<file path="src/rtl/hazard_pkg.sv">
// Shared types for the pipeline hazard scoreboard: slot record, forward select,
// per-cycle action encoding and the r0 helper.
package hazard_pkg;

    localparam int HZ_REG_W = 5;
    localparam int HZ_DEPTH = 3;
    localparam int HZ_FW    = $clog2(HZ_DEPTH);

    typedef logic [HZ_REG_W-1:0] reg_idx_t;
    typedef logic [HZ_FW-1:0]    fwd_sel_t;

    typedef struct packed {
        logic     valid;
        logic     wen;
        logic     load;
        reg_idx_t dest;
        reg_idx_t rs;
        reg_idx_t rt;
        logic     rs_used;
        logic     rt_used;
    } hz_slot_t;

    typedef enum logic [1:0] {
        HZ_ACT_ADVANCE,
        HZ_ACT_FLUSH,
        HZ_ACT_MC,
        HZ_ACT_LU
    } hz_act_e;

    function automatic logic is_r0(input reg_idx_t r);
        return r == '0;
    endfunction

endpackage

</file>
<file path="src/rtl/hazard_scoreboard_if.sv">
// Decode-side request and hazard-unit response bundle between ID/EX control and
// the hazard scoreboard.
interface hazard_scoreboard_if #(
    parameter int DEPTH = hazard_pkg::HZ_DEPTH
);
    import hazard_pkg::*;

    localparam int FW = (DEPTH > 1) ? $clog2(DEPTH) : 1;

    logic          dec_valid;
    reg_idx_t      dec_rs;
    reg_idx_t      dec_rt;
    logic          dec_rs_used;
    logic          dec_rt_used;
    logic          dec_wen;
    reg_idx_t      dec_dest;
    logic          dec_load;
    logic          dec_mc;
    logic          ex_br_flush;

    logic          fetch_stall;
    logic          dx_flush;
    logic          ex_hold;
    logic [FW-1:0] fwd_a;
    logic [FW-1:0] fwd_b;
    logic          mc_busy;

    modport master (
        output dec_valid, dec_rs, dec_rt, dec_rs_used, dec_rt_used,
               dec_wen, dec_dest, dec_load, dec_mc, ex_br_flush,
        input  fetch_stall, dx_flush, ex_hold, fwd_a, fwd_b, mc_busy
    );

    modport slave (
        input  dec_valid, dec_rs, dec_rt, dec_rs_used, dec_rt_used,
               dec_wen, dec_dest, dec_load, dec_mc, ex_br_flush,
        output fetch_stall, dx_flush, ex_hold, fwd_a, fwd_b, mc_busy
    );

endinterface

</file>
<file path="src/rtl/hazard_slot_pipe.sv">
// Shift register of in-flight instruction records, slot 0 = EX onward, with
// hold/bubble controls for the two youngest slots.
module hazard_slot_pipe
    import hazard_pkg::*;
#(
    parameter int DEPTH = HZ_DEPTH
) (
    input  logic                  clk_i,
    input  logic                  rst_i,
    input  hz_slot_t              slot_i,
    input  logic                  hold0_i,
    input  logic                  bubble0_i,
    input  logic                  bubble1_i,
    output hz_slot_t [DEPTH-1:0]  slots_o
);

    hz_slot_t [DEPTH-1:0] slot_q;
    hz_slot_t [DEPTH-1:0] slot_d;

    always_comb begin
        // NOTE: assign the whole next-state vector first so no path leaves a
        // bit unassigned; otherwise always_comb infers a latch.
        slot_d = slot_q;
        if (hold0_i) begin
            slot_d[0] = slot_q[0];
        end else if (bubble0_i) begin
            slot_d[0] = '0;
        end else begin
            slot_d[0] = slot_i;
        end
        slot_d[1] = bubble1_i ? '0 : slot_q[0];
        for (int k = 2; k < DEPTH; k++) begin
            slot_d[k] = slot_q[k-1];
        end
    end

    // NOTE: sequential state uses non-blocking assignments so every slot samples
    // its neighbour's old value; blocking here would collapse the shift chain.
    always_ff @(posedge clk_i) begin
        if (rst_i) begin
            slot_q <= '0;
        end else begin
            slot_q <= slot_d;
        end
    end

    assign slots_o = slot_q;

endmodule

</file>
<file path="src/rtl/hazard_scoreboard.sv">
// Pipeline hazard unit: load-use stalls, branch bubbles, multi-cycle freezes and
// EX forwarding selects. Define HAZARD_STATS_EN to add stall statistics counters.
module hazard_scoreboard
    import hazard_pkg::*;
#(
    parameter int DEPTH     = HZ_DEPTH,
    parameter int LOAD_SLOT = 2,
    parameter int MC_LAT    = 4
) (
    input  logic                clk_i,
    input  logic                rst_i,
    hazard_scoreboard_if.slave  hz
`ifdef HAZARD_STATS_EN
    ,
    output logic [31:0]         lu_stall_cnt_o,
    output logic [31:0]         mc_stall_cnt_o
`endif
);

    localparam int FW  = (DEPTH > 1) ? $clog2(DEPTH) : 1;
    localparam int MCW = (MC_LAT > 1) ? $clog2(MC_LAT) : 1;

    hz_slot_t [DEPTH-1:0] slot_q;
    hz_slot_t             dec_slot;
    hz_act_e              act;
    logic                 lu_hit;
    logic                 mc_busy;
    logic [MCW-1:0]       mc_cnt_q;
    logic [MCW-1:0]       mc_cnt_d;
    logic [FW-1:0]        fwd_a;
    logic [FW-1:0]        fwd_b;

    assign dec_slot = '{valid:   hz.dec_valid,   wen:     hz.dec_wen,
                        load:    hz.dec_load,    dest:    hz.dec_dest,
                        rs:      hz.dec_rs,      rt:      hz.dec_rt,
                        rs_used: hz.dec_rs_used, rt_used: hz.dec_rt_used};

    assign mc_busy = (mc_cnt_q != '0);

    // Loads younger than LOAD_SLOT cannot feed decode yet; stall on a match.
    always_comb begin
        lu_hit = 1'b0;
        for (int j = 0; j <= LOAD_SLOT - 2; j++) begin
            if (slot_q[j].valid && slot_q[j].wen && slot_q[j].load && !is_r0(slot_q[j].dest)) begin
                if (hz.dec_rs_used && hz.dec_rs == slot_q[j].dest) lu_hit = 1'b1;
                if (hz.dec_rt_used && hz.dec_rt == slot_q[j].dest) lu_hit = 1'b1;
            end
        end
        lu_hit = lu_hit && hz.dec_valid;
    end

    // A flush during a multi-cycle op is illegal and loses to the freeze.
    always_comb begin
        if (hz.ex_br_flush && !mc_busy) act = HZ_ACT_FLUSH;
        else if (mc_busy)               act = HZ_ACT_MC;
        else if (lu_hit)                act = HZ_ACT_LU;
        else                            act = HZ_ACT_ADVANCE;
    end

    // Scan oldest to youngest so the youngest producer wins.
    always_comb begin
        fwd_a = '0;
        fwd_b = '0;
        for (int k = DEPTH - 1; k >= 1; k--) begin
            if (slot_q[k].valid && slot_q[k].wen && !is_r0(slot_q[k].dest)
                && !(slot_q[k].load && k < LOAD_SLOT) && slot_q[0].valid) begin
                if (slot_q[0].rs_used && slot_q[k].dest == slot_q[0].rs) fwd_a = FW'(k);
                if (slot_q[0].rt_used && slot_q[k].dest == slot_q[0].rt) fwd_b = FW'(k);
            end
        end
    end

    hazard_slot_pipe #(.DEPTH(DEPTH)) u_slot_pipe (
        .clk_i     (clk_i),
        .rst_i     (rst_i),
        .slot_i    (dec_slot),
        .hold0_i   (act == HZ_ACT_MC),
        .bubble0_i (act == HZ_ACT_FLUSH || act == HZ_ACT_LU),
        .bubble1_i (act == HZ_ACT_MC),
        .slots_o   (slot_q)
    );

    always_comb begin
        mc_cnt_d = mc_cnt_q;
        if (act == HZ_ACT_MC) begin
            mc_cnt_d = mc_cnt_q - MCW'(1);
        end else if (act == HZ_ACT_ADVANCE && hz.dec_valid && hz.dec_mc) begin
            mc_cnt_d = MCW'(MC_LAT - 1);
        end
    end

    always_ff @(posedge clk_i) begin
        if (rst_i) begin
            mc_cnt_q <= '0;
        end else begin
            mc_cnt_q <= mc_cnt_d;
        end
    end

    // Outputs are forced low while reset is asserted, independent of slot state.
    assign hz.fetch_stall = !rst_i && (act == HZ_ACT_MC || act == HZ_ACT_LU);
    assign hz.dx_flush    = !rst_i && (act == HZ_ACT_FLUSH || act == HZ_ACT_LU);
    assign hz.ex_hold     = !rst_i && (act == HZ_ACT_MC);
    assign hz.mc_busy     = !rst_i && mc_busy;
    assign hz.fwd_a       = rst_i ? '0 : fwd_a;
    assign hz.fwd_b       = rst_i ? '0 : fwd_b;

`ifdef HAZARD_STATS_EN
    logic [31:0] lu_cnt_q;
    logic [31:0] mc_cnt_stat_q;

    always_ff @(posedge clk_i) begin
        if (rst_i) begin
            lu_cnt_q      <= '0;
            mc_cnt_stat_q <= '0;
        end else begin
            if (act == HZ_ACT_LU && lu_cnt_q != '1)      lu_cnt_q      <= lu_cnt_q + 32'd1;
            if (act == HZ_ACT_MC && mc_cnt_stat_q != '1) mc_cnt_stat_q <= mc_cnt_stat_q + 32'd1;
        end
    end

    assign lu_stall_cnt_o = lu_cnt_q;
    assign mc_stall_cnt_o = mc_cnt_stat_q;
`endif

    a_no_flush_in_mc : assert property (@(posedge clk_i) disable iff (rst_i)
                                        !(hz.ex_br_flush && mc_busy));

endmodule

</file>
<file path="src/flat_wrapper.sv">
// flat-port wrapper written by rule: the top's interface ports become plain ports
module hazard_scoreboard_flat import hazard_pkg::*;
#(
    parameter int DEPTH     = HZ_DEPTH,
    parameter int LOAD_SLOT = 2,
    parameter int MC_LAT    = 4
)
  (clk_i, rst_i, hz_dec_valid, hz_dec_rs, hz_dec_rt, hz_dec_rs_used, hz_dec_rt_used, hz_dec_wen, hz_dec_dest, hz_dec_load, hz_dec_mc, hz_ex_br_flush, hz_fetch_stall, hz_dx_flush, hz_ex_hold, hz_fwd_a, hz_fwd_b, hz_mc_busy);
  hazard_scoreboard_if #(.DEPTH(DEPTH)) hz_i ();
  input  logic clk_i;
  input  logic rst_i;
  input wire logic [$bits(hz_i.dec_valid)-1:0] hz_dec_valid;
  input wire logic [$bits(hz_i.dec_rs)-1:0] hz_dec_rs;
  input wire logic [$bits(hz_i.dec_rt)-1:0] hz_dec_rt;
  input wire logic [$bits(hz_i.dec_rs_used)-1:0] hz_dec_rs_used;
  input wire logic [$bits(hz_i.dec_rt_used)-1:0] hz_dec_rt_used;
  input wire logic [$bits(hz_i.dec_wen)-1:0] hz_dec_wen;
  input wire logic [$bits(hz_i.dec_dest)-1:0] hz_dec_dest;
  input wire logic [$bits(hz_i.dec_load)-1:0] hz_dec_load;
  input wire logic [$bits(hz_i.dec_mc)-1:0] hz_dec_mc;
  input wire logic [$bits(hz_i.ex_br_flush)-1:0] hz_ex_br_flush;
  output wire logic [$bits(hz_i.fetch_stall)-1:0] hz_fetch_stall;
  output wire logic [$bits(hz_i.dx_flush)-1:0] hz_dx_flush;
  output wire logic [$bits(hz_i.ex_hold)-1:0] hz_ex_hold;
  output wire logic [$bits(hz_i.fwd_a)-1:0] hz_fwd_a;
  output wire logic [$bits(hz_i.fwd_b)-1:0] hz_fwd_b;
  output wire logic [$bits(hz_i.mc_busy)-1:0] hz_mc_busy;
  assign hz_i.dec_valid = hz_dec_valid;
  assign hz_i.dec_rs = hz_dec_rs;
  assign hz_i.dec_rt = hz_dec_rt;
  assign hz_i.dec_rs_used = hz_dec_rs_used;
  assign hz_i.dec_rt_used = hz_dec_rt_used;
  assign hz_i.dec_wen = hz_dec_wen;
  assign hz_i.dec_dest = hz_dec_dest;
  assign hz_i.dec_load = hz_dec_load;
  assign hz_i.dec_mc = hz_dec_mc;
  assign hz_i.ex_br_flush = hz_ex_br_flush;
  assign hz_fetch_stall = hz_i.fetch_stall;
  assign hz_dx_flush = hz_i.dx_flush;
  assign hz_ex_hold = hz_i.ex_hold;
  assign hz_fwd_a = hz_i.fwd_a;
  assign hz_fwd_b = hz_i.fwd_b;
  assign hz_mc_busy = hz_i.mc_busy;
  hazard_scoreboard #(.DEPTH(DEPTH), .LOAD_SLOT(LOAD_SLOT), .MC_LAT(MC_LAT)) u_core (.clk_i(clk_i), .rst_i(rst_i), .hz(hz_i));
endmodule
</file>
<file path="config.mk">
export PLATFORM = sky130hd
export DESIGN_NAME = hazard_scoreboard_flat
export DESIGN_NICKNAME = d
export VERILOG_FILES = /design/src/rtl/hazard_pkg.sv /design/src/rtl/hazard_scoreboard_if.sv /design/src/rtl/hazard_slot_pipe.sv /design/src/rtl/hazard_scoreboard.sv /design/src/flat_wrapper.sv
export SDC_FILE = /design/constraint.sdc
export NUM_CORES = 1
export LEC_CHECK = 0
export CAP_MARGIN = 20
export CORE_ASPECT_RATIO = 1.1
export CORE_MARGIN = 4
export CORE_UTILIZATION = 29
export CTS_CLUSTER_SIZE = 10
export DETAILED_ROUTE_END_ITERATION = 10
export GPL_ROUTABILITY_DRIVEN = 0
export MAX_ROUTING_LAYER = met4
export PLACE_DENSITY_LB_ADDON = 0.2
export SKIP_LAST_GASP = 1
export SLEW_MARGIN = 20
export SYNTH_ARGS = -nofsm -noshare
export SYNTH_HDL_FRONTEND = slang
export SYNTH_SLANG_ARGS = --single-unit
export TNS_END_PERCENT = 1
</file>
<file path="constraint.sdc">
create_clock -name clk_i -period 1.9 [get_ports clk_i]
set_input_delay 0.19 -clock clk_i [delete_from_list [all_inputs] [get_ports clk_i]]
set_output_delay 0.19 -clock clk_i [all_outputs]
set_load 0.05 [all_outputs]
</file>
# --- Yosys cells after proc, flatten, opt, wreduce, memory -nomap -nowiden ---
# Cells that the tools add are included.
op_classes:
  n_addsub: 1
  n_eq_ne: 9
  mux: 19
  n_reduce_logical: 39
op_table:
  columns: ["op", "n"]
  rows:
  - ["5-bit == test", 6]
  - ["2-bit two-way mux", 15]
  - ["1-bit logical AND", 24]
  - ["20-bit two-way mux", 1]
  - ["5-bit logical NOT", 3]
  - ["1-bit logical NOT", 6]
  - ["2-bit == test (second input constant)", 2]
  - ["2-bit nonzero test", 2]
  - ["1-bit two-way mux", 3]
  - ["2-bit by 1-bit == test with 1-bit output (second input constant)", 1]
  - ["2-bit logical NOT", 1]
  - ["1-bit logical OR", 2]
  - ["2-bit OR reduction", 1]
  - ["2-bit by 1-bit subtractor with 2-bit output (second input constant)", 1]
word_totals:
  reg_bits: 37
  input_bits: 24
  output_inout_bits: 8
  word_cells: 84

# --- Depth between registers and ports, before layout ---
# Gate-level depths: netlist (run 1).
logic_depth:
  word_depth: 14
  ltp_mapped: 6
  mapped_depth_nobuf: 6

# --- Modules after synthesis ---
# A second synthesis (run 1) with hierarchy kept.
unflattened:
  hier_cells: 261
  hier_area_um2: 2573.7
modules_own_cells:
  columns: ["mod", "instances", "cells_per_inst", "area_per_inst_um2", "seq_area_each_um2"]
  rows:
  - ["hazard_slot_pipe", 1, 174, 1919.3, 1201.2]
  - ["hazard_scoreboard", 1, 87, 654.4, 40.0]

# --- Worst setup path after synthesis (run 1) ---
# No wires, ideal clock.
synth_timing:
  path_kind: "reg2out"
  start: "reg u_core.u_slot_pipe.slots_o[12] (netlist name)"
  end: "out hz_fetch_stall"
  arrival_time_ns: 2.179
  required_time_ns: 1.710
  path_slack_ns: -0.469
  path_stages_with_launch: 6
  path_buffers: 0
  cell_sequence: "dfxtp_1 > xnor2_1 > nand4_1 > o22ai_2 > nand2_1 > o31ai_1"
synth_between:
  elab_chain_len: 12
  elab_cells_between_ends: 18
  cone_classes: "eq/ne (4); mux (6); reduce/logical (8)"
synth_rtl:
  columns: ["item", "line", "text"]
  rows:
  - ["5-bit == test", "hazard_scoreboard.sv:45", "if (hz.dec_rs_used && hz.dec_rs == slot_q[j].dest) lu_hit = 1'b1;"]
  - ["1-bit logical AND", "hazard_scoreboard.sv:45", null]
  - ["1-bit two-way mux", "hazard_scoreboard.sv:45", null]
  - ["1-bit two-way mux", "hazard_scoreboard.sv:46", "if (hz.dec_rt_used && hz.dec_rt == slot_q[j].dest) lu_hit = 1'b1;"]
  - ["1-bit two-way mux *", "hazard_scoreboard.sv:44", "if (slot_q[j].valid && slot_q[j].wen && slot_q[j].load && !is_r0(slot_q[j].dest)) begin"]
  - ["1-bit logical AND *", "hazard_scoreboard.sv:49", "lu_hit = lu_hit && hz.dec_valid;"]
  - ["2-bit two-way mux *", "hazard_scoreboard.sv:56", "else if (lu_hit) act = HZ_ACT_LU;"]
  - ["2-bit two-way mux *", "hazard_scoreboard.sv:55", "else if (mc_busy) act = HZ_ACT_MC;"]
  - ["2-bit two-way mux *", "hazard_scoreboard.sv:54", "if (hz.ex_br_flush && !mc_busy) act = HZ_ACT_FLUSH;"]
  - ["2-bit == test", "hazard_scoreboard.sv:101", "assign hz.fetch_stall = !rst_i && (act == HZ_ACT_MC || act == HZ_ACT_LU);"]
  - ["1-bit logical OR *", "hazard_scoreboard.sv:101", null]
  - ["1-bit logical AND *", "hazard_scoreboard.sv:101", null]
  - ["end: declaration", "flat_wrapper.sv:22", "output wire logic [$bits(hz_i.fetch_stall)-1:0] hz_fetch_stall;"]
# Every way passes the cells marked *; elsewhere a longest branch is shown, timed or not.

# --- Worst setup path after layout (run 1) ---
layout_timing:
  start: "in hz_dec_rt[1]"
  end: "out hz_fetch_stall"
layout_between:
  elab_chain_len: 11
  elab_cells_between_ends: 12
  cone_classes: "eq/ne (3); mux (5); reduce/logical (4)"
layout_rtl:
  columns: ["item", "line", "text"]
  rows:
  - ["start: declaration", "flat_wrapper.sv:14", "input wire logic [$bits(hz_i.dec_rt)-1:0] hz_dec_rt;"]
  - ["5-bit == test *", "hazard_scoreboard.sv:46", null]
  - ["1-bit logical AND *", "hazard_scoreboard.sv:46", null]
  - ["1-bit two-way mux *", "hazard_scoreboard.sv:46", null]
  - ["1-bit two-way mux *", "hazard_scoreboard.sv:44", null]
  - ["1-bit logical AND *", "hazard_scoreboard.sv:49", null]
  - ["2-bit two-way mux *", "hazard_scoreboard.sv:56", null]
  - ["2-bit two-way mux *", "hazard_scoreboard.sv:55", null]
  - ["2-bit two-way mux *", "hazard_scoreboard.sv:54", null]
  - ["2-bit == test", "hazard_scoreboard.sv:101", null]
  - ["1-bit logical OR *", "hazard_scoreboard.sv:101", null]
  - ["1-bit logical AND *", "hazard_scoreboard.sv:101", null]
# Marks and branches as above.

==> results of run 1 <==
==> flip-flops by register name (all words and copies together) (netlist names) <==
register / flops
u_core.u_slot_pipe.slots_o: 35
u_core.mc_cnt_q: 2
==> cell type report <==
type	instances	area, µm²	share of cell area [%]
clock buffers	6	72.6	3.12
clock inverters	2	10.0	0.431
inverters	3	11.3	0.484
multi-input cells	113	885	38.1
flip-flops and latches	37	747	32.1
well taps	75	93.8	4.04
repair buffers	43	505	21.7
==> worst max path at each step <==
stage / to / cells after the start / from
after floorplan: hz_fwd_b[1] / 4 / u_core.u_slot_pipe.slots_o[6]$_SDFFE_PP0P_
after global placement: u_core.mc_cnt_q[0]$_SDFFE_PP0P_ / 6 / hz_dec_rt[1]
after detailed placement: u_core.mc_cnt_q[0]$_SDFFE_PP0P_ / 6 / hz_dec_rs[3]
after CTS: hz_fetch_stall / 7 / hz_dec_rs[3]
after global routing: hz_fetch_stall / 6 / u_core.u_slot_pipe.slots_o[16]$_SDFFE_PP0P_
final: hz_fetch_stall / 7 / hz_dec_rt[1]
==> per-layer routing <==
layer | routed length (µm) | vias up | GRT usage (%)
li1 | - | 647 | -
met1 | 1660 | 612 | 13.6
met2 | 1910 | 27 | 21.0
met3 | 123 | 6 | 3.11
met4 | 68 | 0 | 5.22
met5 | 0 | - | -
==> power groups by stage <==
stage               combinational (W)  sequential (W)  clock (W)
finish                       0.000926         0.00101   0.000518
global placement             0.000881         0.00102          0
CTS                          0.000937         0.00101   0.000539
floorplan                    0.000599        0.000989          0
detailed placement           0.000901         0.00103          0
global route                  0.00101         0.00103   0.000577
==> cells in the final DEF, fill, tap and decap left out, drive strengths merged, types with 2 or more instances in the layout <==
master          n
a211oi          2
a21oi           4
a22o           20
and2            8
buf            20
clkbuf          6
clkdlybuf4s50  23
clkinv          2
dfxtp          37
inv             3
nand2           4
nand3           2
nand4           5
nor2           10
nor2b           8
nor3            2
nor3b           2
nor4            4
o21ai           2
xnor2          14
xor2           17
==> cells by family (layout without fill, tap and decap cells) <==
kind of cell	Yosys count	after routing	synth area share, %
fa+ha+maj	1	1	0.761
flops	37	37	45.1
buf+inv	9	54	3.73
mux	1	1	0.685
compound gates	31	31	15.9
xor+xnor	31	31	16.5
simple gates	49	49	17.4
==> per-stage QoR <==
stage	power (W)	setup WS (ns)	hold WS (ns)	cells
2_1_floorplan	0.00159	-0.274	0.316	159
3_3_place_gp	0.00190	-0.159	0.441	270
3_5_place_dp	0.00193	-0.222	0.463	270
4_1_cts	0.00249	-0.0541	0.474	279
5_1_grt	0.00262	-0.174	0.486	279
6_report	0.00246	-0.0363	0.469	279
==> worst max-delay path: stages <==
cell and delay [ns]:
sky130_fd_sc_hd__clkdlybuf4s50_1 0.50, sky130_fd_sc_hd__xnor2_1 0.14, sky130_fd_sc_hd__nand4_1 0.16, sky130_fd_sc_hd__o22ai_4 0.24
sky130_fd_sc_hd__nand2_2 0.12, sky130_fd_sc_hd__o31ai_4 0.23, sky130_fd_sc_hd__buf_12 0.17
==> what timing repair did <==
| item | in CTS | in global routing |
|---|---|---|
| setup endpoints to repair | 4 | 29 |
| gates resized for setup | 12 | 0 |
| setup buffers | 1 | 0 |
| pin swaps | 1 | 0 |
==> impl_metrics.csv, run 1 <==
group,metric,value,unit
status,status,"finished with violations",
status,failed_checks,"negative setup slack",
floorplanning,ports,32,
placement,placedInstanceArea,0.00218,mm²
logic_synthesis,netlist_top_cells_count,"37 x sky130_fd_sc_hd__dfxtp_1, 20 x sky130_fd_sc_hd__a22o_1, 17 x sky130_fd_sc_hd__xor2_1",
logic_synthesis,ys.flop_type,"sky130_fd_sc_hd__dfxtp_1",
final_layout,stdcell_area,0.00232,mm²
global_route,grt_remaining_overflow,0,
worst_setup_path,regToRegSetupSlack,0,ns
floorplanning,design.die.area,0.00694,mm²
logic_synthesis,synth_enable_flop_cells,0,
sta,finClkSkew,0.00462,ns
detailed_routing,drt_iter0_markers,40,
worst_setup_path,reg2reg_depth,6,
sta,timing.fmax,0.516,GHz
detailed_routing,detail_route.drc_violations,0,
worst_setup_path,crit_arrival,1.75,ns
clocking,cts_htree_levels,2,
pwr,power.share.switching,34.1,%
global_route,grt_pass1_wl,6430,µm
min_path,min_path_type,"reg2reg",
sta,setup_total_negative_slack,-0.110,ns
logic_synthesis,post_synth_inst_count,159,
min_path,hold_path_depth,1,
logic_synthesis,synth.top_cell.area_share,45.1,%
min_path,hold_end,"u_core.u_slot_pipe.slots_o[58]$_SDFF_PP0_",
sta,finalCritPeriodShare,102,%
clocking,numCtsBuffers,5,
clocking,ctsRootBufferMaster,"sky130_fd_sc_hd__clkbuf_8",
clocking,clock-sinks,37,
placement,place.port_buffers,31,
final_layout,diodes,0,
floorplanning,num_rows,28,
worst_setup_path,critical_path.startpoint_type,"input pin",
pwr,vdd_ir_drop_max,0.000757,V
worst_setup_path,critPathKind,"in2out",
logic_synthesis,sequential_area_share_after_synthesis,45.1,%
logic_synthesis,synth_area_per_cell,10.3,µm²
logic_synthesis,netlist_top_cells_area,"sky130_fd_sc_hd__dfxtp_1 45%, sky130_fd_sc_hd__a22o_1 11%, sky130_fd_sc_hd__xor2_1 9.1%, sky130_fd_sc_hd__xnor2_1 7.5%, sky130_fd_sc_hd__nor2b_1 3.0%",
global_route,grt_max_degree,23,
pwr,share_seq_of_total_power,41.2,%
logic_synthesis,synth_area,0.00164,mm²
pwr,total_leakage_power,0.948,nW
clocking,clk_transition_reported_paths,0.07,ns
flow_run,cap_viol_max_count,0,
logic_synthesis,most_common_cell_in_the_netlist,"sky130_fd_sc_hd__dfxtp_1",
worst_setup_path,crit_fanout,3,
logic_synthesis,synth_area_leader_cell,"sky130_fd_sc_hd__dfxtp_1",
floorplanning,die_y,87.0,µm
detailed_routing,average_detailed_routed_wire_length_per_instance,13.5,µm
min_path,timing.hold.worst.start,"u_core.u_slot_pipe.slots_o[38]$_SDFF_PP0_",
worst_setup_path,critical_path_required,1.71,ns
worst_setup_path,setup_crit_end_kind,"output port",
detailed_routing,drtAntennaViolNets,0,
placement,hpwlAfterDp,3020,µm
detailed_routing,totalWireLength,3760,µm
sta,finalSetupViolations,7,
sta,worst_slew_pin_slew,0.855,ns
clocking,clock_tree.buffer_depth,2,
pwr,power.internal,0.00162,W
global_route,grtUsageTotal,12.3,%
sta,max_slew_margin,42.8,%
floorplanning,initial_core_utilization,30.3,%
final_layout,fillerInstances,540,
detailed_routing,via_count,1292,
pwr,cellPowerDensity,1060,mW/mm²
detailed_routing,drt_pre_antenna_iters,4,
worst_setup_path,reg2reg_from,"u_core.u_slot_pipe.slots_o[13]$_SDFFE_PP0P_",
logic_synthesis,async_flop_share,0,%
clocking,ctsHoldBuffers,0,
clocking,tritoncts,"done",
sta,final_max_slew_viol_count,0,
sta,final_hold_violation_count,0,
sta,min_period,1.94,ns
final_layout,layout-drive-gt1-share,21.6,%
logic_synthesis,synthesis.nets,184,
final_layout,area_delta_synth_final,41.4,%
detailed_routing,detail_route.vias_per_cell,4.63,
global_route,grt_antenna_before_repair,0,
logic_synthesis,synth_cell_types,33,
worst_setup_path,timing.rr.end,"u_core.u_slot_pipe.slots_o[12]$_SDFFE_PP0P_",
pwr,share_comb_of_total_power,37.7,%
global_route,vias_in_the_first_global_route,1359,
logic_synthesis,synthesis.yosys.warnings,0,
floorplanning,core_area,0.00543,mm²
sta,grt_setup_unrepaired,"true",
clocking,clkLatencyLatePin,0.28,ns
pwr,part_of_the_total_power_dissipated_in_the_clock_network,21.1,%
logic_synthesis,synth_seq_cells,37,
final_layout,nNetsFinal,228,
floorplanning,die_width,79.8,µm
pwr,power.net_switching,0.000837,W
sta,final_critical_path_setup_slack,-0.0363,ns
final_layout,finish.utilization,42.8,%
(Power assumes the default switching activity.)
==> run 2: changes to the inputs <==
--- a/config.mk
+++ b/config.mk
@@ -5,6 +5,7 @@
 export SDC_FILE = /design/constraint.sdc
 export NUM_CORES = 1
 export LEC_CHECK = 0
+export ABC_CLOCK_PERIOD_IN_PS = 1900
 export CAP_MARGIN = 20
 export CORE_ASPECT_RATIO = 1.1
 export CORE_MARGIN = 4
==> results of run 2 <==
Final layout, timing and power as in run 1 (identical DEF).
